File: config.mk
export PLATFORM = sky130hd
export DESIGN_NAME = edge_scan_ctrl
export DESIGN_NICKNAME = d
export VERILOG_FILES = /design/src/rtl/edge_scan_pkg.sv /design/src/rtl/edge_scan_shreg.sv /design/src/rtl/edge_scan_ctrl.sv
export SDC_FILE = /design/constraint.sdc
export NUM_CORES = 1
export LEC_CHECK = 0
export ABC_CLOCK_PERIOD_IN_PS = 4400
export CAP_MARGIN = 20
export CORE_MARGIN = 3
export CORE_UTILIZATION = 55
export CTS_CLUSTER_DIAMETER = 150
export DETAILED_ROUTE_END_ITERATION = 8
export PLACE_DENSITY = 0.82
export SYNTH_ARGS = -nofsm -noshare
export SYNTH_HDL_FRONTEND = slang
export SYNTH_SLANG_ARGS = --single-unit
File: constraint.sdc
create_clock -name CP -period 4.4 [get_ports CP]
set_input_delay 1.1 -clock CP [delete_from_list [all_inputs] [get_ports CP]]
set_output_delay 1.1 -clock CP [all_outputs]
set_load 0.05 [all_outputs]
File: src/rtl/edge_scan_pkg.sv
// Shared types for the EDGE scan-chain sequencer.
// Holds the FSM state encoding and the run-mode constants used by the
// controller and by anything that decodes its debug state output.
package edge_scan_pkg;

  typedef enum logic [2:0] {
    ST_IDLE    = 3'd0,
    ST_SHIFT   = 3'd1,
    ST_CAPTURE = 3'd2,
    ST_LATCH   = 3'd3,
    ST_UNLOAD  = 3'd4
  } state_t;

  localparam logic MODE_LOAD = 1'b0;
  localparam logic MODE_TEST = 1'b1;

endpackage

File: src/rtl/edge_scan_shreg.sv
// Data registers for one scan chain.
//   i_clk, i_rst_n : clock, asynchronous active-low reset
//   i_load, i_pat  : parallel load of the pattern register
//   i_shift        : shift pattern towards bit 0, zero-filling the top
//   i_clr          : clear the pattern register (abort)
//   o_ser          : bit 0 of the pattern register (drives the chain head)
//   i_wr, i_idx,   : write one result bit at index i_idx from i_ser
//   i_ser
//   o_res          : parallel result register
module edge_scan_shreg #(
  parameter int N  = 32,
  parameter int IW = $clog2(N)
) (
  input  logic          i_clk,
  input  logic          i_rst_n,
  input  logic          i_load,
  input  logic          i_shift,
  input  logic          i_clr,
  input  logic [N-1:0]  i_pat,
  output logic          o_ser,
  input  logic          i_wr,
  input  logic [IW-1:0] i_idx,
  input  logic          i_ser,
  output logic [N-1:0]  o_res
);

  logic [N-1:0] r_pat;
  logic [N-1:0] r_res;

  // Zero-fill means the serial output is already 0 once the last pattern
  // bit has left, so the head input rests low through capture and unload.
  always_ff @(posedge i_clk or negedge i_rst_n) begin
    if (!i_rst_n) begin
      r_pat <= '0;
    end else if (i_load) begin
      r_pat <= i_pat;
    end else if (i_clr) begin
      r_pat <= '0;
    end else if (i_shift) begin
      r_pat <= {1'b0, r_pat[N-1:1]};
    end
  end

  // Indexed write rather than a shift: an aborted unload must leave the
  // bits it has not reached untouched.
  always_ff @(posedge i_clk or negedge i_rst_n) begin
    if (!i_rst_n) begin
      r_res <= '0;
    end else if (i_wr) begin
      r_res[i_idx] <= i_ser;
    end
  end

  assign o_ser = r_pat[0];
  assign o_res = r_res;

endmodule

File: src/rtl/edge_scan_ctrl.sv
// Sequencer for one EDGE scan chain plus shadow latches.
// Shifts a pattern in, optionally captures, pulses the shadow enable, and
// in TEST mode unloads the chain into a parallel result.
//   CP, RN      : clock, asynchronous active-low reset
//   start, mode : run request (sampled in IDLE) and run type
//   abort       : synchronous cancel of a run in progress
//   pattern_in  : pattern, bit 0 shifted first, sampled with start
//   scan_so     : chain tail TQ
//   scan_te, scan_ti, shadow_en : chain TE, head TI, shadow latch enable
//   busy, done  : run in progress / one-cycle normal completion pulse
//   result      : unloaded chain contents
//   dbg_state   : current FSM state (edge_scan_pkg::state_t encoding)
// Handshake: start is accepted only on an edge where the FSM is IDLE and
// abort is low; busy then rises and stays high until the edge that either
// pulses done (normal end) or returns to IDLE on abort/reset (no done).
module edge_scan_ctrl
  import edge_scan_pkg::*;
#(
  parameter int CHAIN_LEN      = 32,
  parameter int CAPTURE_CYCLES = 1
) (
  input  logic                 CP,
  input  logic                 RN,
  input  logic                 start,
  input  logic                 mode,
  input  logic                 abort,
  input  logic [CHAIN_LEN-1:0] pattern_in,
  input  logic                 scan_so,
  output logic                 scan_te,
  output logic                 scan_ti,
  output logic                 shadow_en,
  output logic                 busy,
  output logic                 done,
  output logic [CHAIN_LEN-1:0] result,
  output logic [2:0]           dbg_state
);

  localparam int CW = $clog2(CHAIN_LEN);
  localparam logic [CW-1:0] LAST_BIT = CW'(CHAIN_LEN - 1);
  localparam logic [CW-1:0] LAST_CAP = CW'(CAPTURE_CYCLES - 1);

  state_t        r_state;
  logic [CW-1:0] r_cnt;
  logic          r_mode;
  logic          r_te;
  logic          r_shadow;
  logic          r_busy;
  logic          r_done;

  state_t        w_nxt_state;
  logic [CW-1:0] w_nxt_cnt;
  logic          w_load;
  logic          w_shift;
  logic          w_clr;
  logic          w_wr;
  logic          w_nxt_done;

  always_comb begin
    w_nxt_state = r_state;
    w_nxt_cnt   = r_cnt;
    w_load      = 1'b0;
    w_shift     = 1'b0;
    w_clr       = 1'b0;
    w_wr        = 1'b0;
    w_nxt_done  = 1'b0;
    if (r_state != ST_IDLE && abort) begin
      w_nxt_state = ST_IDLE;
      w_nxt_cnt   = '0;
      w_clr       = 1'b1;
    end else begin
      unique case (r_state)
        ST_IDLE: begin
          if (start && !abort) begin
            w_load      = 1'b1;
            w_nxt_state = ST_SHIFT;
            w_nxt_cnt   = '0;
          end
        end
        ST_SHIFT: begin
          w_shift = 1'b1;
          if (r_cnt == LAST_BIT) begin
            w_nxt_cnt   = '0;
            w_nxt_state = (r_mode == MODE_TEST) ? ST_CAPTURE : ST_LATCH;
          end else begin
            w_nxt_cnt = r_cnt + 1'b1;
          end
        end
        ST_CAPTURE: begin
          if (r_cnt == LAST_CAP) begin
            w_nxt_cnt   = '0;
            w_nxt_state = ST_LATCH;
          end else begin
            w_nxt_cnt = r_cnt + 1'b1;
          end
        end
        ST_LATCH: begin
          w_nxt_cnt = '0;
          if (r_mode == MODE_TEST) begin
            w_nxt_state = ST_UNLOAD;
          end else begin
            w_nxt_state = ST_IDLE;
            w_nxt_done  = 1'b1;
          end
        end
        ST_UNLOAD: begin
          w_wr = 1'b1;
          if (r_cnt == LAST_BIT) begin
            w_nxt_cnt   = '0;
            w_nxt_state = ST_IDLE;
            w_nxt_done  = 1'b1;
          end else begin
            w_nxt_cnt = r_cnt + 1'b1;
          end
        end
        default: begin
          w_nxt_state = ST_IDLE;
          w_nxt_cnt   = '0;
        end
      endcase
    end
  end

  // Outputs are decoded from the next state and registered, so every pin
  // changes only after a CP rising edge and TE/shadow_en can never overlap.
  always_ff @(posedge CP or negedge RN) begin
    if (!RN) begin
      r_state  <= ST_IDLE;
      r_cnt    <= '0;
      r_mode   <= MODE_LOAD;
      r_te     <= 1'b0;
      r_shadow <= 1'b0;
      r_busy   <= 1'b0;
      r_done   <= 1'b0;
    end else begin
      r_state  <= w_nxt_state;
      r_cnt    <= w_nxt_cnt;
      if (w_load) r_mode <= mode;
      r_te     <= (w_nxt_state == ST_SHIFT) || (w_nxt_state == ST_UNLOAD);
      r_shadow <= (w_nxt_state == ST_LATCH);
      r_busy   <= (w_nxt_state != ST_IDLE);
      r_done   <= w_nxt_done;
    end
  end

  edge_scan_shreg #(.N(CHAIN_LEN), .IW(CW)) u_shreg (
    .i_clk   (CP),
    .i_rst_n (RN),
    .i_load  (w_load),
    .i_shift (w_shift),
    .i_clr   (w_clr),
    .i_pat   (pattern_in),
    .o_ser   (scan_ti),
    .i_wr    (w_wr),
    .i_idx   (r_cnt),
    .i_ser   (scan_so),
    .o_res   (result)
  );

  assign scan_te   = r_te;
  assign shadow_en = r_shadow;
  assign busy      = r_busy;
  assign done      = r_done;
  assign dbg_state = r_state;

endmodule
# Word level (Yosys, flattened, before mapping)
# Index checks and enable logic that the tools add are counted.
dict set report op_classes {
  addsub 1
  order_cmp 2
  n_eq_ne 9
  n_mux 31
  reduce_logical 11
}
# operator n
set op_table {}
lappend op_table {{$mux W32} 3}
lappend op_table {{$bwmux W32} 1}
lappend op_table {{$mux W5} 4}
lappend op_table {{$mux W3} 6}
lappend op_table {{$pmux W3 S5} 1}
lappend op_table {{$pmux W5 S3} 1}
lappend op_table {{$mux W1} 13}
lappend op_table {{$eq A3 B2 Y1 const B} 3}
lappend op_table {{$reduce_bool A3 Y1} 3}
lappend op_table {{$eq A3 B1 Y1 const B} 2}
lappend op_table {{$eq A3 B3 Y1 const B} 2}
lappend op_table {{$lt A5 B6 Y1 const B} 1}
lappend op_table {{$add A5 B1 Y5 const B} 1}
lappend op_table {{$demux W1 S5} 1}
lappend op_table {{$eq A5 B5 Y1 const B} 1}
lappend op_table {{$ge A5 B1 Y1 const B} 1}
lappend op_table {{$logic_not A5 Y1} 1}
lappend op_table {{$logic_and A1 B1 Y1} 3}
lappend op_table {{$logic_not A3 Y1} 1}
lappend op_table {{$ne A3 B3 Y1 const B} 1}
lappend op_table {{$pmux W1 S2} 1}
lappend op_table {{$reduce_or A2 Y1} 1}
lappend op_table {{$logic_not A1 Y1} 1}
lappend op_table {{$logic_or A1 B1 Y1} 1}
dict set report totals {
  reg_bits 77
  output_inout_bits 40
  wordCells 63
}

# Depth between registers and ports, before layout
dict set report depth {
  depth_word 7
  ltp_mapped 8
  ltp_nobuf 8
}

# Modules after synthesis
# From an unflattened synthesis, not the netlist that was laid out.
dict set report unflattened {
  hier_cells 332
  area_unflattened_um2 3721.1
}
# module n_inst cells_per_inst area_each_um2 seq_area_each_um2
set modules_own_cells {}
lappend modules_own_cells {edge_scan_shreg 1 255 2934.1 1601.5}
lappend modules_own_cells {edge_scan_ctrl 1 77 787.0 325.3}

# Worst setup path before layout
# Ideal clock, no wire load.
dict set report synth_path {
  path_type {input to register}
  from {input port abort}
  to {register u_shreg.r_res[10], in the netlist u_shreg.o_res[10]}
  arrival_ns 2.202
  required_ns 4.275
  slack_ns 2.074
  cell_stages 6
  cell_sequence {buf_2 -> nor4b_2 -> and2_1 -> buf_2 -> nand2_1 -> mux2_2}
}
dict set report synth_between {
  elab_chain_cells 2
}
# element line
set synth_lines {}
lappend synth_lines {{from (decl)} edge_scan_ctrl.sv:26} ;# input logic abort,
lappend synth_lines {{$logic_and A1 B1 Y1} edge_scan_ctrl.sv:66} ;# if (r_state != ST_IDLE && abort) begin
lappend synth_lines {{$mux W1} edge_scan_ctrl.sv:66}
lappend synth_lines {{to (signal, indexed assignment)} edge_scan_shreg.sv:50} ;# r_res[i_idx] <= i_ser;
lappend synth_lines {{to (decl)} edge_scan_shreg.sv:28} ;# logic [N-1:0] r_res;
# No other way between the ends.
# A chain may end at the register's enable or synchronous reset.

# Final worst setup path
dict set report layout_path {
  from {register r_state[1], in the netlist dbg_state[1]}
  to {output port dbg_state[1]}
}
# element line
set layout_rtl {}
lappend layout_rtl {{from (decl)} edge_scan_ctrl.sv:42} ;# state_t r_state;
lappend layout_rtl {{from (signal assigned)} edge_scan_ctrl.sv:135} ;# r_state <= w_nxt_state;
lappend layout_rtl {{to (decl)} edge_scan_ctrl.sv:35} ;# output logic [2:0] dbg_state
# No word-level cell between the ends.

==> out/metrics.csv <==
stage,metric,value,unit
sta,period_needed,2.97,ns
sta,hold_viol,0,
floorplanning,die_y,87.7,um
power,p_sw_share,34.0,%
sta,setup_viol,0,
floorplanning,coreArea,6420,sq um
synth,ys_types,44,
route,routed-via-count,2700,
route,met1_length,3340,um
sta,slew_viol_final,0,
flow_run,maxCapViolCount,0,
floorplanning,die_width,87.7,um
setup_path,endpoint_kind,output port,
synth,syn_area_per_cell,10.9,sq um
floorplanning,num_rows,29,
route,route.detailed.wl_per_inst,15.7,um
synth,synth_area,3670,sq um
synth,synth.top_cells.by_count,"77 x dfrtp_1, 69 x nand2_1, 32 x mux2_2",
power,p_switching,725,uW
grt,grtUsageTotal,21.5,%
synth,seq_area_frac_synth,52.5,%
setup_path,cp.arrival,1.87,ns
synth,yosysWarnings,0,
final_layout,drive_gt1_share,14.4,%
route,ant_nets,0,
power,p_leak,0.00207,uW
synth,synth.largest_area_cell,dfrtp_1,
final_layout,syn_to_final_growth,26.6,%
route,drtPass1Iterations,4,
synth,synth-async-reset-ratio,100,%
setup_path,required,3.30,ns
setup_path,crit_buf_inv,1,
setup_path,slowest_delay,0.89,ns
sta,skew,0.00761,ns
synth,syn_nets,381,
route,dr.max_layer_used,met4,
setup_path,critPathKind,reg -> out,
setup_path,path_delay_family,buffers and inverters,
setup_path,cp_slowest_cell,clkdlybuf4s50_1,
placed_design,placed_cell_area,4450,sq um
power,ir_drop,279,uV
synth,synth_area_leaders,"dfrtp_1 52%, mux2_2 9.8%, mux2i_1 8.4%, nand2_1 7.1%, o21ai_0 4.2%",
route,viasPerCell,5.56,
grt,grt-ovfl-total,0,
hold_path,worst_hold_path_type,reg -> reg,
synth,synth_ff_type,dfrtp_1,
clock_tree,cts.sinks,77,
setup_path,cp_max_fo,15,
sta,tightest_slew,0.961,ns
clock_tree,postCtsResizedCells,0,
clock_tree,path_clk_slew,0.08,ns
setup_path,crit_chain,clkdlybuf4s50_1,
power,seqPwrFrac,45.2,%
synth,ys_ff_latch,77,
outcome,status,"complete, no violations",
clock_tree,cts_root_buf,clkbuf_8,
sta,rsz0062_at_grt,no,
power,power_density,458,nW/um^2
grt,grt_pass1_vias,2664,
clock_tree,cts_hold_buf,0,
sta,fmax,337,MHz
power,cellInternalPower,1410,uW
final_layout,stdcell_area,4650,sq um
placed_design,gp_congestion,0.774,
final_layout,diodes,0,
clock_tree,clkLatencyLatePin,0.35,ns
route,wl_met2,3720,um
clock_tree,cts_made_buffers,9,
synth,yosysMostFrequentCell,dfrtp_1,
clock_tree,clockBufferDepth,2,
clock_tree,cts-htree-levels,3,
synth,synth_top_area_share,52.5,%
grt,grt_first_pass_wirelength,12700,um
route,drt_iter0_drc,98,
sta,finalCritPeriodShare,67.4,%
route,route.met3.wl,379,um
floorplanning,num_io_pins,78,
placed_design,portBuffers,77,
final_layout,utilization,72.4,%
synth,netlist_instances,337,
sta,tns,0,ns
power,combPwrFrac,29.2,%
synth,synth_edf_count,0,
sta,max_slew_margin,35.7,%
placed_design,place_hpwl,5210,um
grt,antenna_found_initial,0,
final_layout,layout.nets,448,
route,drc_errors,0,
setup_path,setup.worst_path.start_class,register,
power,pwr-share-clk,25.5,%
sta,whs,0.507,ns
clock_tree,post_cts_buffers,0,
route,wl,7620,um
floorplanning,initial_core_util,57.2,%
grt,grt_max_degree,78,
clock_tree,cts_tree,yes,
floorplanning,floorplan.die_area,7690,sq um
final_layout,fillers,433,
power groups by stage:
| stage | clock (uW) | combinational, uW | sequential (uW) |
|---|---|---|---|
| after detailed placement | 0 | 624 | 978 |
| after global placement | 0 | 607 | 973 |
| after floorplan | 0 | 417 | 1010 |
| final | 544 | 623 | 963 |
| after global routing | 595 | 694 | 992 |
| after CTS | 557 | 631 | 964 |
layer usage:
metal  up-vias  global-route usage (%)
met3        16                    5.36
met2        71                    32.7
met4         0                    10.3
met1      1317                    29.1
met5         -                       0
li1       1296                       -
path summary, 6_finish.rpt:
check,from,endpoint,slack (ns),depth (start not counted)
max,dbg_state[1],dbg_state[1],1.43,1
min,u_shreg.o_res[23],u_shreg.o_res[23],0.51,1
max reg2reg,dbg_state[1],u_shreg.r_pat[1],2.01,4
min reg2reg,u_shreg.o_res[23],u_shreg.o_res[23],0.51,1
max in group asynchronous,RN,r_cnt[2],2.92,1
min in group asynchronous,RN,u_shreg.r_pat[3],0.88,1
flip-flops by register name, indices dropped and copies added (netlist names):
signal / flops
u_shreg.r_pat: 32
busy: 1
u_shreg.o_res: 32
r_cnt: 5
shadow_en: 1
done: 1
dbg_state: 3
r_mode: 1
scan_te: 1
kinds of logic after synthesis:
| group | synth area share, % |
|---|---|
| AOI/OAI and AO/OA | 8.28 |
| DFF | 52.5 |
| muxes | 18.3 |
| adders and majority gates | 2.04 |
| buffers and inverters | 3.78 |
| xor gates and xnor gates | 0.239 |
| and+or+nand+nor | 14.9 |
cell usage in the layout (no fill, tap or decap), types with 3 or more instances in the layout:
| cell type | Yosys | final |
|---|---|---|
| dfrtp_1 | 77 | 77 |
| clkdlybuf4s50_1 | 0 | 76 |
| nand2_1 | 69 | 69 |
| mux2_2 | 32 | 32 |
| mux2i_1 | 31 | 31 |
| o21ai_0 | 31 | 31 |
| clkbuf_8 | 0 | 9 |
| nor2_1 | 8 | 8 |
| inv_1 | 7 | 7 |
| ha_1 | 6 | 6 |
| a21oi_1 | 4 | 4 |
| and2_1 | 4 | 4 |
| nor3_1 | 3 | 3 |
| nor3b_1 | 3 | 3 |
| clkinvlp_4 | 0 | 3 |
| buf_4 | 1 | 3 |
stage by stage:
step                power (uW)  cells  setup WS, ns
detailed placement        1600    470          1.25
global placement          1580    470          1.32
finish                    2130    486          1.43
global route              2280    486          1.34
floorplan                 1420    337          2.07
CTS                       2150    486          1.42
final cells by class:
type / count / area, sq um / share of cell area, %
clock buffer: 9 / 124 / 2.66
clock inverter: 7 / 81.3 / 1.75
inverter: 7 / 26.3 / 0.565
multi-input combinational: 230 / 1610 / 34.7
sequential: 77 / 1930 / 41.4
tap: 77 / 96.3 / 2.07
timing repair buffer: 79 / 783 / 16.8
(Power assumes the default switching activity.)
==> RTL edit, RTL diff (config.mk and constraints unchanged) <==
`CHAIN_LEN`: 32 -> 64.
--- a/src/rtl/edge_scan_ctrl.sv
+++ b/src/rtl/edge_scan_ctrl.sv
@@ -16,7 +16,7 @@
 module edge_scan_ctrl
   import edge_scan_pkg::*;
 #(
-  parameter int CHAIN_LEN      = 32,
+  parameter int CHAIN_LEN      = 64,
   parameter int CAPTURE_CYCLES = 1
 ) (
   input  logic                 CP,
Interface: changed (resized pattern_in and result); port bits go from 78 to 142. The function was not compared with the original's and may differ.
==> RTL edit against the original RTL <==
Area after synthesis rose by 79%. Sequential cell count rose by 65. Wire length rose by 100%. Setup slack lost 0.14 ns. Count of clock-buffer cells in the layout rose by 12. Clock power grew to 2.7 times the old value. Design area grew 87%. Power grew 97%. Worst hold slack worse by 0.0013 ns. Clock skew rose by 0.0038 ns. Critical path type is now input port to register. Largest cell class unchanged. Highest routed layer unchanged.
==> RTL edit: results (changes against the original RTL) <==
Synthesis:
- Synth top area cells: dfrtp_1, mux2_2, mux2i_1, nand2_1, o21ai_0 (unchanged).
- The register area share after synthesis is 54.18% (was 52.47%).
- The count of cell types in the netlist is 48 (was 44).
- Ranking of synthesized cells by instance count: dfrtp_1, nand2_1, mux2i_1, o21ai_0, mux2_2 (was dfrtp_1, nand2_1, mux2_2).
- The synthesized netlist net count was 672 (was 381).

Setup path:
- The delay of the slowest critical-path stage is 0.64 ns (was 0.89 ns).
- The slowest library cell on the worst path is nor4b_1 (was clkdlybuf4s50_1).
- The startpoint of the lowest-slack register-to-register path is r_cnt[3] (was dbg_state[1]).
- The highest fanout seen on the critical path is 8 (was 15).
- The critical path launch point is abort (was dbg_state[1]).
- The critical path's top delay family is simple AND/OR/NAND/NOR gates (was buffers and inverters).
- The terminus of the critical flop-to-flop path is r_cnt[3] (was u_shreg.r_pat[1]).

Finish:
- The net total in the final layout is 799 (was 448).
- The share of post-route cells with drive strength above 1 is 15.27% (was 14.43%).
- The final-layout fill cell count is 790 (was 433).

Status:
- Outcome: complete, no violations (unchanged).

GRT:
- The global-route wire length before repair is 24.71 mm (was 12.74 mm).
- The aggregate global-route resource usage is 23.70% (was 21.55%).
- The number of global-route vias before repair was 5076 (was 2664).
- The largest net degree at the start of global routing came to 132 (was 78).

Power:
- The worst IR drop on VDD is 0.3310 mV (was 0.2790 mV).
- The leakage power summed over all cells was 3.881 nW (was 2.074 nW).

Clock tree:
- The library cell used as clock root buffer is clkbuf_16 (was clkbuf_8).
- The insertion delay to the later sink of the worst-skew pair was 0.42 ns (was 0.35 ns).

Placement:
- The number of port buffers is 141 (was 77).
- The half-perimeter wire length after detailed placement is 10.06 mm (was 5.213 mm).
- The placement-stage cell area is 8016 sq um (was 4446 sq um).

Timing:
- The relative slew slack is 31.35% (was 35.71%).
- The worst clock skew on the final layout is 0.01138 ns (was 0.007615 ns).

Detailed routing:
- The iteration-0 DRC count of the detailed router is 349 (was 98).

Worst hold path:
- The startpoint of the lowest-slack hold path is u_shreg.o_res[46] (was u_shreg.o_res[23]).
RTL edit: cell types whose count changed in the layout (fill, tap and decap cells not counted), sizes merged, moves of 4 or more:
cell and change:
buf +5, clkbuf +12, clkdlybuf4s50 +64, clkinv +5
dfrtp +65, ha -4, mux2 +33, mux2i +32
nand2 +36, nand3 +4, nor2 +30, nor3 +6
o21ai +30
RTL edit: power breakdown:
group	total, W	internal [W]	leakage (nW)	switching (W)
clock network	0.00146	0.000931	0.299	0.000528
logic	0.00101	0.000444	1.66	0.000570
registers	0.00172	0.00155	1.92	0.000171
RTL edit: kinds of logic (layout without fill, tap and decap cells):
family,after synthesis,count (layout),share of synthesized area (%)
xor+xnor,1,1,0.1336
flops,142,142,54.18
compound gates,87,87,7.459
simple gates,194,194,14.02
buf+inv,46,186,3.052
fa+ha+maj,2,2,0.3815
mux,128,128,20.77
RTL edit: how the worst min path moves through the flow:
stage / to / slack [ns] / depth (start not counted)
CTS: u_shreg.o_res[46] / 0.51 / 1
finish: u_shreg.o_res[46] / 0.51 / 1
floorplan: r_mode / 0.49 / 2
detailed placement: u_shreg.o_res[46] / 0.49 / 1
global route: u_shreg.o_res[30] / 0.52 / 1
global placement: u_shreg.o_res[10] / 0.49 / 1
RTL edit: stage by stage:
step                      hold WS [ns]  cells  worst slack [ns]
after floorplan                 0.4911    600             1.600
after global placement          0.4871    849            0.9765
after detailed placement        0.4941    849            0.8818
after CTS                       0.5071    881             1.320
after global routing            0.5183    883             1.172
final                           0.5061    883             1.292
RTL edit: area by class of cell:
cell class / instances / area, sq um / area share, %
Sequential cell: 142 / 3553 / 40.93
Multi-Input combinational cell: 412 / 2811 / 32.39
Timing Repair Buffer: 148 / 1505 / 17.34
Clock buffer: 21 / 470.5 / 5.419
Tap cell: 143 / 178.9 / 2.061
Clock inverter: 11 / 138.9 / 1.600
Inverter: 6 / 22.52 / 0.2594
RTL edit: metal layers:
layer	vias up	wire length, um	track usage, %
li1	2337	-	-
met1	2382	6795	30.68
met2	151	7597	38.00
met3	15	893	7.474
met4	0	155	8.059
met5	-	0	0
